**src/rtl/uart_rx_fifo.sv**
```systemverilog
// Oversampled UART receiver with optional parity, 1-2 stop bits and a
// first-word-fall-through receive FIFO with sticky error flags.
module uart_rx_fifo #(
  parameter int DBIT   = 8,
  parameter int OS     = 16,
  parameter int PARITY = 0,
  parameter int SBIT   = 1,
  parameter int DEPTH  = 4,
  parameter int DIV_W  = 16
) (
  input  logic                     clk,
  input  logic                     reset,
  input  logic [DIV_W-1:0]         div,
  input  logic                     rx,
  input  logic                     rd_en,
  input  logic                     err_clr,
  output logic [DBIT-1:0]          dout,
  output logic                     empty,
  output logic                     full,
  output logic [$clog2(DEPTH):0]   level,
  output logic                     parity_err,
  output logic                     frame_err,
  output logic                     overrun
);

  localparam int SC_W = $clog2(OS);
  localparam int NB_W = $clog2(DBIT);
  localparam int AW   = $clog2(DEPTH);

  localparam logic [SC_W-1:0] SC_HALF  = SC_W'(OS / 2 - 1);
  localparam logic [SC_W-1:0] SC_LAST  = SC_W'(OS - 1);
  localparam logic [NB_W-1:0] NB_DLAST = NB_W'(DBIT - 1);
  localparam logic [NB_W-1:0] NB_SLAST = NB_W'(SBIT - 1);
  localparam logic [AW:0]     CNT_FULL = (AW + 1)'(DEPTH);

  typedef enum logic [2:0] {IDLE, START, DATA, PAR, STOP} state_t;

  state_t            state;
  logic              rx_s1, rx_s2, rx_prev;
  logic [DIV_W-1:0]  tcnt;
  logic              tick;
  logic [SC_W-1:0]   sc;
  logic [NB_W-1:0]   nb;
  logic [DBIT-1:0]   shreg;
  logic              pbad;
  logic              ferr;

  logic [DBIT-1:0]   mem [DEPTH];
  logic [AW-1:0]     wptr, rptr;
  logic [AW:0]       count;

  logic bit_end, stop_done, frame_bad, push, do_pop, do_push;

  always_comb begin
    tick      = (tcnt == div);
    bit_end   = tick && (sc == SC_LAST);
    stop_done = (state == STOP) && bit_end && (nb == NB_SLAST);
    frame_bad = ferr | ~rx_s2;
    push      = stop_done & ~frame_bad;
    do_pop    = rd_en & ~empty;
    do_push   = push & (~full | do_pop);
  end

  always_ff @(posedge clk or posedge reset) begin
    if (reset) begin
      rx_s1   <= 1'b1;
      rx_s2   <= 1'b1;
      rx_prev <= 1'b1;
      tcnt    <= '0;
    end else begin
      rx_s1   <= rx;
      rx_s2   <= rx_s1;
      rx_prev <= rx_s2;
      tcnt    <= tick ? '0 : tcnt + DIV_W'(1);
    end
  end

  always_ff @(posedge clk or posedge reset) begin
    if (reset) begin
      state <= IDLE;
      sc    <= '0;
      nb    <= '0;
      shreg <= '0;
      pbad  <= 1'b0;
      ferr  <= 1'b0;
    end else begin
      case (state)
        IDLE: begin
          if (rx_prev && !rx_s2) begin
            state <= START;
            sc    <= '0;
          end
        end
        START: begin
          if (tick) begin
            if (sc == SC_HALF) begin
              sc    <= '0;
              nb    <= '0;
              pbad  <= 1'b0;
              ferr  <= 1'b0;
              state <= rx_s2 ? IDLE : DATA;
            end else begin
              sc <= sc + SC_W'(1);
            end
          end
        end
        DATA: begin
          if (tick) begin
            if (sc == SC_LAST) begin
              sc    <= '0;
              shreg <= {rx_s2, shreg[DBIT-1:1]};
              if (nb == NB_DLAST) begin
                nb    <= '0;
                state <= (PARITY != 0) ? PAR : STOP;
              end else begin
                nb <= nb + NB_W'(1);
              end
            end else begin
              sc <= sc + SC_W'(1);
            end
          end
        end
        PAR: begin
          if (tick) begin
            if (sc == SC_LAST) begin
              sc    <= '0;
              state <= STOP;
              pbad  <= (PARITY == 1) ? ~(^shreg ^ rx_s2) : (^shreg ^ rx_s2);
            end else begin
              sc <= sc + SC_W'(1);
            end
          end
        end
        STOP: begin
          if (tick) begin
            if (sc == SC_LAST) begin
              sc <= '0;
              if (!rx_s2) ferr <= 1'b1;
              if (nb == NB_SLAST) begin
                nb    <= '0;
                state <= IDLE;
              end else begin
                nb <= nb + NB_W'(1);
              end
            end else begin
              sc <= sc + SC_W'(1);
            end
          end
        end
        default: state <= IDLE;
      endcase
    end
  end

  always_ff @(posedge clk) begin
    if (do_push) mem[wptr] <= shreg;
  end

  // dout is a register so it can hold the last popped word while empty
  always_ff @(posedge clk or posedge reset) begin
    if (reset) begin
      wptr  <= '0;
      rptr  <= '0;
      count <= '0;
      dout  <= '0;
    end else begin
      if (do_push) wptr <= wptr + AW'(1);
      if (do_pop)  rptr <= rptr + AW'(1);
      case ({do_push, do_pop})
        2'b10:   count <= count + (AW + 1)'(1);
        2'b01:   count <= count - (AW + 1)'(1);
        default: count <= count;
      endcase
      if (do_pop) begin
        if (count > (AW + 1)'(1)) dout <= mem[rptr + AW'(1)];
        else if (do_push)         dout <= shreg;
      end else if (do_push && empty) begin
        dout <= shreg;
      end
    end
  end

  always_comb begin
    empty = (count == '0);
    full  = (count == CNT_FULL);
    level = count;
  end

  always_ff @(posedge clk or posedge reset) begin
    if (reset) begin
      parity_err <= 1'b0;
      frame_err  <= 1'b0;
      overrun    <= 1'b0;
    end else begin
      if (err_clr) begin
        parity_err <= 1'b0;
        frame_err  <= 1'b0;
        overrun    <= 1'b0;
      end
      if (push && pbad)               parity_err <= 1'b1;
      if (stop_done && frame_bad)     frame_err  <= 1'b1;
      if (push && full && !rd_en)     overrun    <= 1'b1;
    end
  end

endmodule

```
**config.mk**
```make
export PLATFORM = sky130hd
export DESIGN_NAME = uart_rx_fifo
export DESIGN_NICKNAME = d
export VERILOG_FILES = /design/src/rtl/uart_rx_fifo.sv
export SDC_FILE = /design/constraint.sdc
export NUM_CORES = 1
export LEC_CHECK = 0
export CAP_MARGIN = 10
export CORE_ASPECT_RATIO = 1.4
export CORE_UTILIZATION = 45
export DETAILED_ROUTE_END_ITERATION = 16
export HOLD_SLACK_MARGIN = 0.12
export REMOVE_ABC_BUFFERS = 1
export SYNTH_ARGS = -nofsm -noshare
export SYNTH_HDL_FRONTEND = slang
export SYNTH_SLANG_ARGS = --single-unit
```
**constraint.sdc**
```tcl
create_clock -name clk -period 4.46 [get_ports clk]
set_input_delay 0.669 -clock clk [delete_from_list [all_inputs] [get_ports clk]]
set_output_delay 0.669 -clock clk [all_outputs]
set_load 0.1 [all_outputs]
```
==> report_table.html <==
<table>
<tr><th>Metric</th><th>Value</th></tr>
<tr><th colspan="2">Setup path</th></tr>
<tr><td>Maximum fanout encountered on the critical timing path</td><td>6</td></tr>
<tr><td>Data arrival time of the critical path</td><td>around 2.6 ns</td></tr>
<tr><td>Kind of capture point of the worst setup path</td><td>output pin</td></tr>
<tr><td>Category of the worst setup path launch point</td><td>flip-flop</td></tr>
<tr><td>Critical path data required time</td><td>3.79 ns</td></tr>
<tr><td>R2r worst-path depth</td><td>6</td></tr>
<tr><td>Crit path kind</td><td>reg -&gt; out</td></tr>
<tr><th colspan="2">Detailed routing</th></tr>
<tr><td>Number of vias after detailed routing</td><td>2808</td></tr>
<tr><td>First-pass detailed-route iteration total</td><td>4</td></tr>
<tr><td>Total Wirelength</td><td>9230 um</td></tr>
<tr><td>Vias per Instance</td><td>5.44</td></tr>
<tr><td>Remaining design rule violation count</td><td>0</td></tr>
<tr><td>Drt wl/cell</td><td>17.9 um</td></tr>
<tr><td>Antenna Nets Post-Route</td><td>0</td></tr>
<tr><td>Number of DRC violations after detailed-routing iteration 0</td><td>around 130</td></tr>
<tr><th colspan="2">Clock network</th></tr>
<tr><td>Cts repair resizes</td><td>0</td></tr>
<tr><td>Later-pin clock latency in the skew report</td><td>approximately 0.34 ns</td></tr>
<tr><td>Clock tree from TritonCTS</td><td>done</td></tr>
<tr><td>Hold-fix buffer count after cts</td><td>0</td></tr>
<tr><td>CTS clock-pin slew for the worst setup and hold paths</td><td>0.06 ns</td></tr>
<tr><td>Maximum root-to-sink buffer count</td><td>2</td></tr>
<tr><td>Maximum level of the CTS H-tree</td><td>3</td></tr>
<tr><td>Clock buffers created by TritonCTS</td><td>9</td></tr>
<tr><td># Post-CTS Setup Buffers</td><td>0</td></tr>
<tr><td>Root Driver</td><td>sky130_fd_sc_hd__clkbuf_16</td></tr>
<tr><td>Number of sinks handled by clock tree synthesis</td><td>a little under 90</td></tr>
<tr><th colspan="2">Synthesis</th></tr>
<tr><td>Post-synthesis instance area</td><td>4350 sq um</td></tr>
<tr><td>Ys async rst share</td><td>0.640</td></tr>
<tr><td>Mapped Cells</td><td>366</td></tr>
<tr><td>Synth cell types</td><td>48</td></tr>
<tr><td>Register bit count reported by yosys</td><td>89</td></tr>
<tr><td>Number of synthesized flops with an enable pin</td><td>32</td></tr>
<tr><td>Mean cell area of the mapped netlist</td><td>between 10 and 15 sq um</td></tr>
<tr><td>Portion of the post-synthesis area used by sequential elements</td><td>0.549</td></tr>
<tr><td>Primary FF master, synth</td><td>sky130_fd_sc_hd__dfrtp_1</td></tr>
<tr><td>YS warnings</td><td>0</td></tr>
<tr><th colspan="2">Timing</th></tr>
<tr><td>Final hold violation count</td><td>0</td></tr>
<tr><td>Tightest Pin Transition</td><td>0.987 ns</td></tr>
<tr><td>Clock Skews</td><td>a little over 0.006 ns</td></tr>
<tr><td>Setup repair after global routing missed its margin</td><td>false</td></tr>
<tr><td>Minimum clock period after layout</td><td>between 3 and 4 ns</td></tr>
<tr><td>Setup slack of the critical path after layout</td><td>between 1 and 1.5 ns</td></tr>
<tr><td>Post-route fraction of the period consumed by the critical path</td><td>0.735</td></tr>
<tr><td>Count of endpoints failing setup in the final report</td><td>0</td></tr>
<tr><td>Max Slew Vio Count</td><td>0</td></tr>
<tr><td>Setup TNS after final layout</td><td>0 ns</td></tr>
<tr><td>Maximum frequency from static timing analysis</td><td>approximately 310 MHz</td></tr>
<tr><td>Max transition margin</td><td>0.340</td></tr>
<tr><th colspan="2">Min path</th></tr>
<tr><td>Count of cells along the worst hold path</td><td>0</td></tr>
<tr><td>Path class of the lowest-slack min-delay path</td><td>reg -&gt; reg</td></tr>
<tr><th colspan="2">Cells and area</th></tr>
<tr><td>Post-route design area</td><td>5110 sq um</td></tr>
<tr><td>Final nets</td><td>435</td></tr>
<tr><td>Synthesis-to-finish area growth</td><td>17.3%</td></tr>
<tr><td>Number of diodes</td><td>0</td></tr>
<tr><td>Layout cells sized above 1</td><td>0.113</td></tr>
<tr><td>Number of fill cells in the layout</td><td>between 800 and 900</td></tr>
<tr><th colspan="2">Floorplan</th></tr>
<tr><td>IO Pins</td><td>37</td></tr>
<tr><td>Placement row count</td><td>42</td></tr>
<tr><td>Effective utilization at floorplan</td><td>0.463</td></tr>
<tr><td>DIE HEIGHT</td><td>~120 um</td></tr>
<tr><td>Area of the core</td><td>9410 sq um</td></tr>
<tr><td>Overall die width</td><td>around 85 um</td></tr>
<tr><td>Overall die area</td><td>10100 sq um</td></tr>
<tr><th colspan="2">Placed design</th></tr>
<tr><td>Placed inst area</td><td>4800 sq um</td></tr>
<tr><td>Worst setup slack before clock tree synthesis</td><td>roughly 1 ns</td></tr>
<tr><td>Gpl congestion</td><td>0.765</td></tr>
<tr><td>Port Buffer Count</td><td>36</td></tr>
<tr><td>Detailed-placement wirelength estimate</td><td>6500 um</td></tr>
<tr><th colspan="2">Power</th></tr>
<tr><td>Cell Pwr Density</td><td>454 nW/um^2</td></tr>
<tr><td>P_leak</td><td>0.00214 uW</td></tr>
<tr><td>Total power</td><td>around 2300 uW</td></tr>
<tr><td>IR Drop Worst-Case VDD</td><td>0.275 mV</td></tr>
<tr><th colspan="2">Global routing</th></tr>
<tr><td>Pin count of the biggest net entering global routing</td><td>34</td></tr>
<tr><td>Global-route wire length before repair</td><td>14900 um</td></tr>
<tr><td>Initial antenna violation count</td><td>0</td></tr>
<tr><td>Number of global-route vias before repair</td><td>2963</td></tr>
<tr><td>GRT Resource Usage Total</td><td>0.198</td></tr>
<tr><td>Grt total ovfl</td><td>0</td></tr>
<tr><th colspan="2">Run</th></tr>
<tr><td>Number of maximum-capacitance constraint violations</td><td>0</td></tr>
<tr><th colspan="2">Outcome</th></tr>
<tr><td>Status</td><td>finished clean</td></tr>
</table>
==> cell families (layout without fill, tap and decap cells) <==
group                      Yosys count  in the layout  share of synthesized area
xor gates and xnor gates            44             44                     0.0885
and+or+nand+nor                    116            116                      0.136
muxes                               20             20                     0.0790
adders and majority gates           13             13                     0.0374
DFF                                 89             89                      0.549
buffers and inverters               36             76                     0.0336
AOI/OAI and AO/OA                   48             48                     0.0767
==> critical path: stages (launching register included) <==
cell                              delay, ns
sky130_fd_sc_hd__dfrtp_1               0.43
sky130_fd_sc_hd__inv_1                 0.19
sky130_fd_sc_hd__ha_1                  0.29
sky130_fd_sc_hd__nand2_1               0.09
sky130_fd_sc_hd__inv_1                 0.12
sky130_fd_sc_hd__clkdlybuf4s50_1       1.15
==> cell usage after synthesis (all sizes together), types with 3 or more instances <==
| cell | instances | area share |
|---|---|---|
| nand2b | 7 | 0.010 |
| xor2 | 26 | 0.052 |
| nand2 | 36 | 0.031 |
| nand4 | 5 | 0.0072 |
| nand3 | 10 | 0.013 |
| xnor2 | 18 | 0.036 |
| dfstp | 3 | 0.018 |
| nor4 | 6 | 0.010 |
| o211ai | 4 | 0.0069 |
| nor3 | 8 | 0.0092 |
| o221ai | 8 | 0.016 |
| inv | 22 | 0.019 |
| buf | 4 | 0.0060 |
| a21oi | 8 | 0.0092 |
| mux2 | 11 | 0.035 |
| o2bb2ai | 3 | 0.0060 |
| dfrtp | 54 | 0.31 |
| and2 | 8 | 0.011 |
| nor2b | 3 | 0.0043 |
| a22o | 4 | 0.0080 |
| mux4 | 8 | 0.041 |
| edfxtp | 32 | 0.22 |
| nor2 | 21 | 0.018 |
| o21ai | 12 | 0.014 |
| ha | 13 | 0.037 |
| clkbuf | 10 | 0.0086 |
==> layout make-up <==
cell class                      instances  area (sq um)  share of cell area
Sequential cell                        89          2390               0.468
Multi-Input combinational cell        241          1820               0.356
Timing Repair Buffer                   38           375              0.0735
Clock buffer                           10           239              0.0468
Tap cell                              110           138              0.0269
Inverter                               22          82.6              0.0162
Clock inverter                          6          65.1              0.0127
==> stage by stage <==
| step | utilization | hold WS (ns) | std cells |
|---|---|---|---|
| after detailed placement | 0.511 | 0.347 | 500 |
| after floorplan | - | 0.345 | 352 |
| after CTS | 0.543 | 0.356 | 516 |
| after global routing | 0.543 | 0.363 | 516 |
| after global placement | 0.511 | 0.346 | 500 |
| final | 0.543 | 0.355 | 516 |
==> power by group <==
part	switching (uW)	leakage (uW)	internal, uW
logic	351	0.000888	197
registers	107	0.00111	894
clock network	320	0.000149	450
==> registers in the layout, summed over array words and instances, names as in the netlist <==
register and count:
wptr 2, ferr 1, parity_err 1, overrun 1
rptr 2, mem 32, rx_prev 1, rx_s1 1
sc 4, level 3, rx_s2 1, tcnt 16
dout 8, shreg 8, pbad 1, nb 3
state 3, frame_err 1
==> worst paths after layout <==
| check | from | end | slack [ns] |
|---|---|---|---|
| min in group asynchronous | reset | tcnt[4]$_DFF_PP0_ | 0.75 |
| worst max register to register | sc[0]$_DFFE_PP0P_ | mem[3][7]$_DFFE_PP_ | 1.54 |
| worst min-delay path | rx_s1$_DFF_PP1_ | rx_s2$_DFF_PP1_ | 0.35 |
| max in group asynchronous | reset | tcnt[13]$_DFF_PP0_ | 2.90 |
| worst max-delay path | level[1]$_DFFE_PP0P_ | full | 1.18 |
| worst min register to register | rx_s1$_DFF_PP1_ | rx_s2$_DFF_PP1_ | 0.35 |
==> layer usage <==
layer	GRT usage	vias to the layer above	share of wire
met5	0	-	0
met4	0.0900	0	0.022
met3	0.0377	15	0.035
met2	0.354	51	0.53
met1	0.226	1378	0.41
li1	-	1364	-
==> placed cells by master, fill, tap and decap left out, types with 8 or more instances in the layout <==
cell type,Yosys,layout
sky130_fd_sc_hd__dfrtp_1,54,54
sky130_fd_sc_hd__nand2_1,36,36
sky130_fd_sc_hd__clkdlybuf4s50_1,0,36
sky130_fd_sc_hd__edfxtp_1,32,32
sky130_fd_sc_hd__xor2_1,26,26
sky130_fd_sc_hd__inv_1,22,21
sky130_fd_sc_hd__nor2_1,21,21
sky130_fd_sc_hd__xnor2_1,18,18
sky130_fd_sc_hd__ha_1,13,13
sky130_fd_sc_hd__o21ai_0,12,12
sky130_fd_sc_hd__nand3_1,9,9
sky130_fd_sc_hd__clkbuf_16,0,9
sky130_fd_sc_hd__mux2_4,8,8
sky130_fd_sc_hd__a21oi_1,8,8
sky130_fd_sc_hd__mux4_2,8,8
sky130_fd_sc_hd__o221ai_1,8,8
sky130_fd_sc_hd__and2_1,8,8
sky130_fd_sc_hd__nor3_1,8,8
Power figures use the tool's default switching activity.
